$ cat src/rtl/op_sequencer.sv
// op_sequencer: buffers host commands in a FIFO and issues them one at a time to the FHE controller.
// Optional hung-operation watchdog is compiled in when OP_SEQ_TIMEOUT_EN is defined.
module op_sequencer #(
  parameter int ADDR_WIDTH     = 10,
  parameter int DEPTH          = 4,
  parameter int DEPTH_WIDTH    = 2,
  parameter int TIMEOUT_CYCLES = 1024,
  parameter int TIMEOUT_WIDTH  = 11
) (
  input  logic                  clk,
  input  logic                  rst_n,
  input  logic                  cmd_valid,
  output logic                  cmd_ready,
  input  logic [1:0]            cmd_opcode,
  input  logic [ADDR_WIDTH-1:0] cmd_op1_addr,
  input  logic [ADDR_WIDTH-1:0] cmd_op2_addr,
  input  logic [ADDR_WIDTH-1:0] cmd_out_addr,
  input  logic                  ctrl_en,
  input  logic                  ctrl_done,
  output logic                  config_en,
  output logic [1:0]            opcode,
  output logic [ADDR_WIDTH-1:0] op1_base_addr,
  output logic [ADDR_WIDTH-1:0] op2_base_addr,
  output logic [ADDR_WIDTH-1:0] out_base_addr,
  output logic                  busy,
  output logic                  cmpl_valid,
  output logic [1:0]            cmpl_opcode,
  output logic [7:0]            cmpl_count,
  input  logic                  err_clr,
  output logic                  error
);

  typedef enum logic [2:0] {IDLE, ISSUE, SETTLE, WAIT, HALT} state_t;

  state_t state, next_state;

  logic [1:0]            op_mem  [DEPTH];
  logic [ADDR_WIDTH-1:0] op1_mem [DEPTH];
  logic [ADDR_WIDTH-1:0] op2_mem [DEPTH];
  logic [ADDR_WIDTH-1:0] out_mem [DEPTH];

  logic [DEPTH_WIDTH-1:0] wr_ptr, rd_ptr;
  logic [DEPTH_WIDTH:0]   count, count_next;
  logic full, empty, push, pop, complete, timeout, clr;
  logic config_en_d, busy_d;

  assign full      = (count == (DEPTH_WIDTH+1)'(DEPTH));
  assign empty     = (count == '0);
  assign cmd_ready = rst_n && !full;
  assign push      = cmd_valid && cmd_ready;
  assign complete  = (state == WAIT) && ctrl_done && !ctrl_en;
  assign pop       = (next_state == ISSUE);

`ifdef OP_SEQ_TIMEOUT_EN
  logic [TIMEOUT_WIDTH-1:0] wd_cnt;

  // Counter is zero on the first WAIT cycle, so the limit trips on the last allowed WAIT cycle.
  assign timeout = (state == WAIT) && !complete &&
                   (wd_cnt == TIMEOUT_WIDTH'(TIMEOUT_CYCLES - 1));
  assign clr     = err_clr;

  always_ff @(posedge clk) begin
    if (!rst_n)              wd_cnt <= '0;
    else if (state != WAIT)  wd_cnt <= '0;
    else                     wd_cnt <= wd_cnt + 1'b1;
  end

  always_ff @(posedge clk) begin
    if (!rst_n)                        error <= 1'b0;
    else if (timeout)                  error <= 1'b1;
    else if (state == HALT && err_clr) error <= 1'b0;
  end
`else
  logic                     unused_err_clr;
  logic [TIMEOUT_WIDTH-1:0] unused_timeout;

  assign unused_err_clr = err_clr;
  assign unused_timeout = TIMEOUT_WIDTH'(TIMEOUT_CYCLES);
  assign timeout        = 1'b0;
  assign clr            = 1'b0;
  assign error          = 1'b0;
`endif

  always_ff @(posedge clk) begin
    if (!rst_n) state <= IDLE;
    else        state <= next_state;
  end

  // SETTLE deliberately ignores ctrl_*: done is still left over from the previous operation.
  always_comb begin
    next_state = state;
    unique case (state)
      IDLE:    if (!empty) next_state = ISSUE;
      ISSUE:   next_state = SETTLE;
      SETTLE:  next_state = WAIT;
      WAIT: begin
        if (complete)     next_state = empty ? IDLE : ISSUE;
        else if (timeout) next_state = HALT;
      end
      HALT:    if (clr) next_state = IDLE;
      default: next_state = IDLE;
    endcase
  end

  always_comb begin
    count_next = count;
    if (push && !pop)      count_next = count + 1'b1;
    else if (pop && !push) count_next = count - 1'b1;
  end

  always_comb begin
    config_en_d = (next_state == ISSUE);
    busy_d      = (next_state != IDLE) || (count_next != '0);
  end

  always_ff @(posedge clk) begin
    if (push) begin
      op_mem[wr_ptr]  <= cmd_opcode;
      op1_mem[wr_ptr] <= cmd_op1_addr;
      op2_mem[wr_ptr] <= cmd_op2_addr;
      out_mem[wr_ptr] <= cmd_out_addr;
    end
  end

  always_ff @(posedge clk) begin
    if (!rst_n) begin
      wr_ptr <= '0;
      rd_ptr <= '0;
      count  <= '0;
    end else begin
      if (push) wr_ptr <= wr_ptr + 1'b1;
      if (pop)  rd_ptr <= rd_ptr + 1'b1;
      count <= count_next;
    end
  end

  always_ff @(posedge clk) begin
    if (!rst_n) begin
      config_en     <= 1'b0;
      busy          <= 1'b0;
      opcode        <= '0;
      op1_base_addr <= '0;
      op2_base_addr <= '0;
      out_base_addr <= '0;
    end else begin
      config_en <= config_en_d;
      busy      <= busy_d;
      if (pop) begin
        opcode        <= op_mem[rd_ptr];
        op1_base_addr <= op1_mem[rd_ptr];
        op2_base_addr <= op2_mem[rd_ptr];
        out_base_addr <= out_mem[rd_ptr];
      end
    end
  end

  always_ff @(posedge clk) begin
    if (!rst_n) begin
      cmpl_valid  <= 1'b0;
      cmpl_opcode <= '0;
      cmpl_count  <= '0;
    end else begin
      cmpl_valid <= complete;
      if (complete) begin
        cmpl_opcode <= opcode;
        cmpl_count  <= cmpl_count + 8'd1;
      end
    end
  end

endmodule
$ cat config.mk
export PLATFORM = sky130hd
export DESIGN_NAME = op_sequencer
export DESIGN_NICKNAME = d
export VERILOG_FILES = /design/src/rtl/op_sequencer.sv
export SDC_FILE = /design/constraint.sdc
export NUM_CORES = 1
export LEC_CHECK = 0
export CAP_MARGIN = 25
export CORE_MARGIN = 4
export CORE_UTILIZATION = 50
export DETAILED_ROUTE_END_ITERATION = 6
export PLACE_DENSITY = 0.81
export SYNTH_ARGS = -nofsm -noshare
export SYNTH_HDL_FRONTEND = slang
export SYNTH_SLANG_ARGS = --single-unit
export TNS_END_PERCENT = 5
$ cat constraint.sdc
create_clock -name clk -period 5.7 [get_ports clk]
set_input_delay 0.57 -clock clk [delete_from_list [all_inputs] [get_ports clk]]
set_output_delay 0.57 -clock clk [all_outputs]
set_load 0.02 [all_outputs]
==> results.py <==
metrics = {
    "status": {
        "status": "completed",
    },
    "synth": {
        "yosys.area.top_type": "sky130_fd_sc_hd__edfxtp_1",
        "netlist_instances": 446,
        "synth_nets": 492,
        "syn_avg_cell_area_sq_um": 15.4,
        "ys_seq_area_share_pct": 71.8,
        "netlist_top_cells_area": "sky130_fd_sc_hd__edfxtp_1 56%, sky130_fd_sc_hd__dfxtp_1 16%, sky130_fd_sc_hd__mux4_2 10%",
        "post_synth_num_cell_types": 39,
        "synth_top_cell_area_share_pct": 55.8,
        "synthesis_warning_total": 0,
        "synth_area_sq_um": 6890,
        "synth_seq_cells": 183,
    },
    "route": {
        "detailedRoute.firstIterationViolations": 318,
        "detail-route-antenna-nets": 0,
        "vias": 3885,
        "remaining_drcs": 0,
        "routed_wirelength_microns": 12800,
        "wl_per_cell_microns": 17.9,
        "avg_vias_per_cell": 5.43,
        "first_pass_iters": 4,
    },
    "sta": {
        "max_slew_margin_vs_limit_pct": 35.6,
        "maxSlewViolCount": 0,
        "worst_slew_pin_slew_ns": 0.965,
        "period_utilisation_layout_pct": 55.7,
        "setup_viol": 0,
        "timing.fmax_mhz": 315,
        "final-hold-violation-count": 0,
        "fin_skew_ns": 0.00656,
        "fin_tns_setup_ns": 0,
        "finalCriticalPeriod_ns": 3.17,
        "rsz_0062_raised_after_global_routing": "no",
    },
    "clock_tree": {
        "cts_resized": 0,
        "cts_tree": "built",
        "post-cts-setup-buffers": 0,
        "cts.clk_slew.worst_paths_ns": 0.06,
        "h-tree-depth": 4,
        "clock_tree.buffer_depth": 2,
        "root_buffer": "sky130_fd_sc_hd__clkbuf_16",
        "tritoncts.num_buffers": 17,
        "cts.hold.buffers_added": 0,
        "clk_sink_count": 183,
        "worst_skew_pair.late_latency_ns": 0.42,
    },
    "global_route": {
        "first_global_vias": 4032,
        "wire_length_of_the_first_global_routing_pass_microns": 20800,
        "largest_net_degree_at_the_start_of_global_routing": 51,
        "gr-usage-all-layers_pct": 17.1,
        "antenna_violations_before_repair": 1,
        "grt_overflow": 0,
    },
    "worst_setup_path": {
        "critical_path.reg2reg.startpoint": "state[0]$_SDFF_PN0_",
        "rr_worst_depth": 6,
        "worst-endpoint-required_ns": 5.13,
        "critical_path_arrival_ns": 2.60,
        "setup.worst_path.start_class": "input pin",
        "timing.setup.critical_path_class": "input pin to output pin",
        "critPathMaxFanout": 50,
        "critical_path.startpoint": "rst_n",
        "timing.critical_path.to_type": "output pin",
    },
    "placement": {
        "post_dp_cell_area_sq_um": 7860,
        "place.detailed.hpwl_microns": 7610,
        "portBuffers": 82,
        "globalplace.congestion": 0.757,
    },
    "floorplan": {
        "die-area_sq_um": 15700,
        "top_level_ports": 85,
        "die-height_microns": 125,
        "standard_cell_core_area_sq_um": 13300,
        "fp-row-count": 42,
        "initial_core_utilization_pct": 51.6,
        "die_w_microns": 125,
    },
    "power": {
        "leakage_nw": 2.76,
        "power_density_nw_per_um2": 460,
        "irDropWorstVdd_mv": 0.221,
    },
    "flow_run": {
        "max-cap-violations": 0,
    },
    "finish": {
        "final_core_util_pct": 63.2,
        "antenna-diode-count": 0,
        "share_of_cells_above_drive_strength_1_pct": 13.5,
        "finalInstanceArea_sq_um": 8440,
        "design.final.nets": 572,
        "area_delta_synth_final_pct": 22.5,
    },
    "min_path": {
        "hold-path-cell-count": 2,
        "hold_start": "out_base_addr[2]$_SDFFE_PN0N_",
        "hp-class": "register to register",
    },
}
[area by class of cell]
cell class / instances / area [sq um]
flip-flops and latches: 183 / 4950
fillers: 939 / 4910
multi-input cells: 233 / 1820
repair buffers: 85 / 843
clock buffers: 21 / 462
well taps: 176 / 220
clock inverters: 11 / 123
inverters: 6 / 22.5
[cell families after synthesis]
family | after synthesis | synth area share, %
mux | 34 | 10.8
flops | 183 | 71.8
simple gates | 122 | 7.68
other cells | 1 | 0.0544
compound gates | 56 | 4.79
fa+ha+maj | 8 | 1.45
buf+inv | 30 | 1.96
xor+xnor | 12 | 1.53
[layer usage]
metal	global-route usage (%)	vias to the layer above	part of all wire (%)
met5	0	-	0.094
met4	6.19	2	1.3
met3	5.76	16	5.3
met2	29.2	103	52
met1	20.4	1946	41
li1	-	1818	-
[critical path, cell delays in order]
cell and delay, ns:
sky130_fd_sc_hd__clkdlybuf4s50_1 0.56, sky130_fd_sc_hd__inv_2 0.78, sky130_fd_sc_hd__nor2_1 0.10, sky130_fd_sc_hd__clkdlybuf4s50_1 0.58
[registers in the layout (all words and copies together), names as in the netlist, 8 cells and up]
signal and flops:
op2_base_addr 10, cmpl_count 8, out_base_addr 10, out_mem 40, op1_mem 40, op1_base_addr 10, op_mem 8, op2_mem 40
[cells in the mapped netlist (all sizes together)]
master and n:
a2111oi 2, a211o 1, a211oi 2, a21boi 1, a21oi 38, a2bb2oi 1
a311oi 1, a31o 1, and2 11, and3 1, and4b 1, buf 11
clkbuf 13, conb 1, dfxtp 55, edfxtp 128, ha 8, inv 6
mux2i 2, mux4 32, nand2 74, nand3 3, nand4 2, nand4b 2
nor2 20, nor2b 1, nor3 5, o2111a 1, o21ai 6, o31ai 1
o41a 1, or2 1, or3 1, xnor2 8, xor2 4
[layout by cell type, fill, tap and decap left out, drive strengths merged]
master / synthesis / final
a2111oi: 2 / 2
a211o: 1 / 1
a211oi: 2 / 2
a21boi: 1 / 1
a21oi: 38 / 38
a2bb2oi: 1 / 1
a311oi: 1 / 1
a31o: 1 / 1
and2: 11 / 11
and3: 1 / 1
and4b: 1 / 1
buf: 11 / 3
bufinv: 0 / 2
clkbuf: 13 / 21
clkdlybuf4s50: 0 / 82
clkinv: 0 / 5
clkinvlp: 0 / 3
conb: 1 / 1
dfxtp: 55 / 55
edfxtp: 128 / 128
ha: 8 / 8
inv: 6 / 7
mux2i: 2 / 2
mux4: 32 / 32
nand2: 74 / 74
nand3: 3 / 3
nand4: 2 / 2
nand4b: 2 / 2
nor2: 20 / 20
nor2b: 1 / 1
nor3: 5 / 5
o2111a: 1 / 1
o21ai: 6 / 6
o31ai: 1 / 1
o41a: 1 / 1
or2: 1 / 1
or3: 1 / 1
xnor2: 8 / 8
xor2: 4 / 4
[power by group]
| group | switching (W) | internal (W) |
|---|---|---|
| Clock | 0.000468 | 0.000671 |
| Sequential | 0.000107 | 0.00159 |
| Combinational | 0.000573 | 0.000471 |
[metrics by stage]
step	hold slack (ns)	power [W]	cells	worst slack (ns)
floorplan	0.507	0.00238	446	3.31
global placement	0.445	0.00274	683	2.33
detailed placement	0.447	0.00277	683	2.37
CTS	0.456	0.00391	715	2.50
global route	0.480	0.00408	715	2.38
finish	0.452	0.00388	715	2.53
[worst paths after layout]
check,endpoint,slack (ns)
min,out_base_addr[2]$_SDFFE_PN0N_,0.45
max,cmd_ready,2.53
max reg2reg,rd_ptr[1]$_SDFFE_PN0N_,2.96
min reg2reg,out_base_addr[2]$_SDFFE_PN0N_,0.45
No activity file was read; power rests on OpenSTA's default activity.
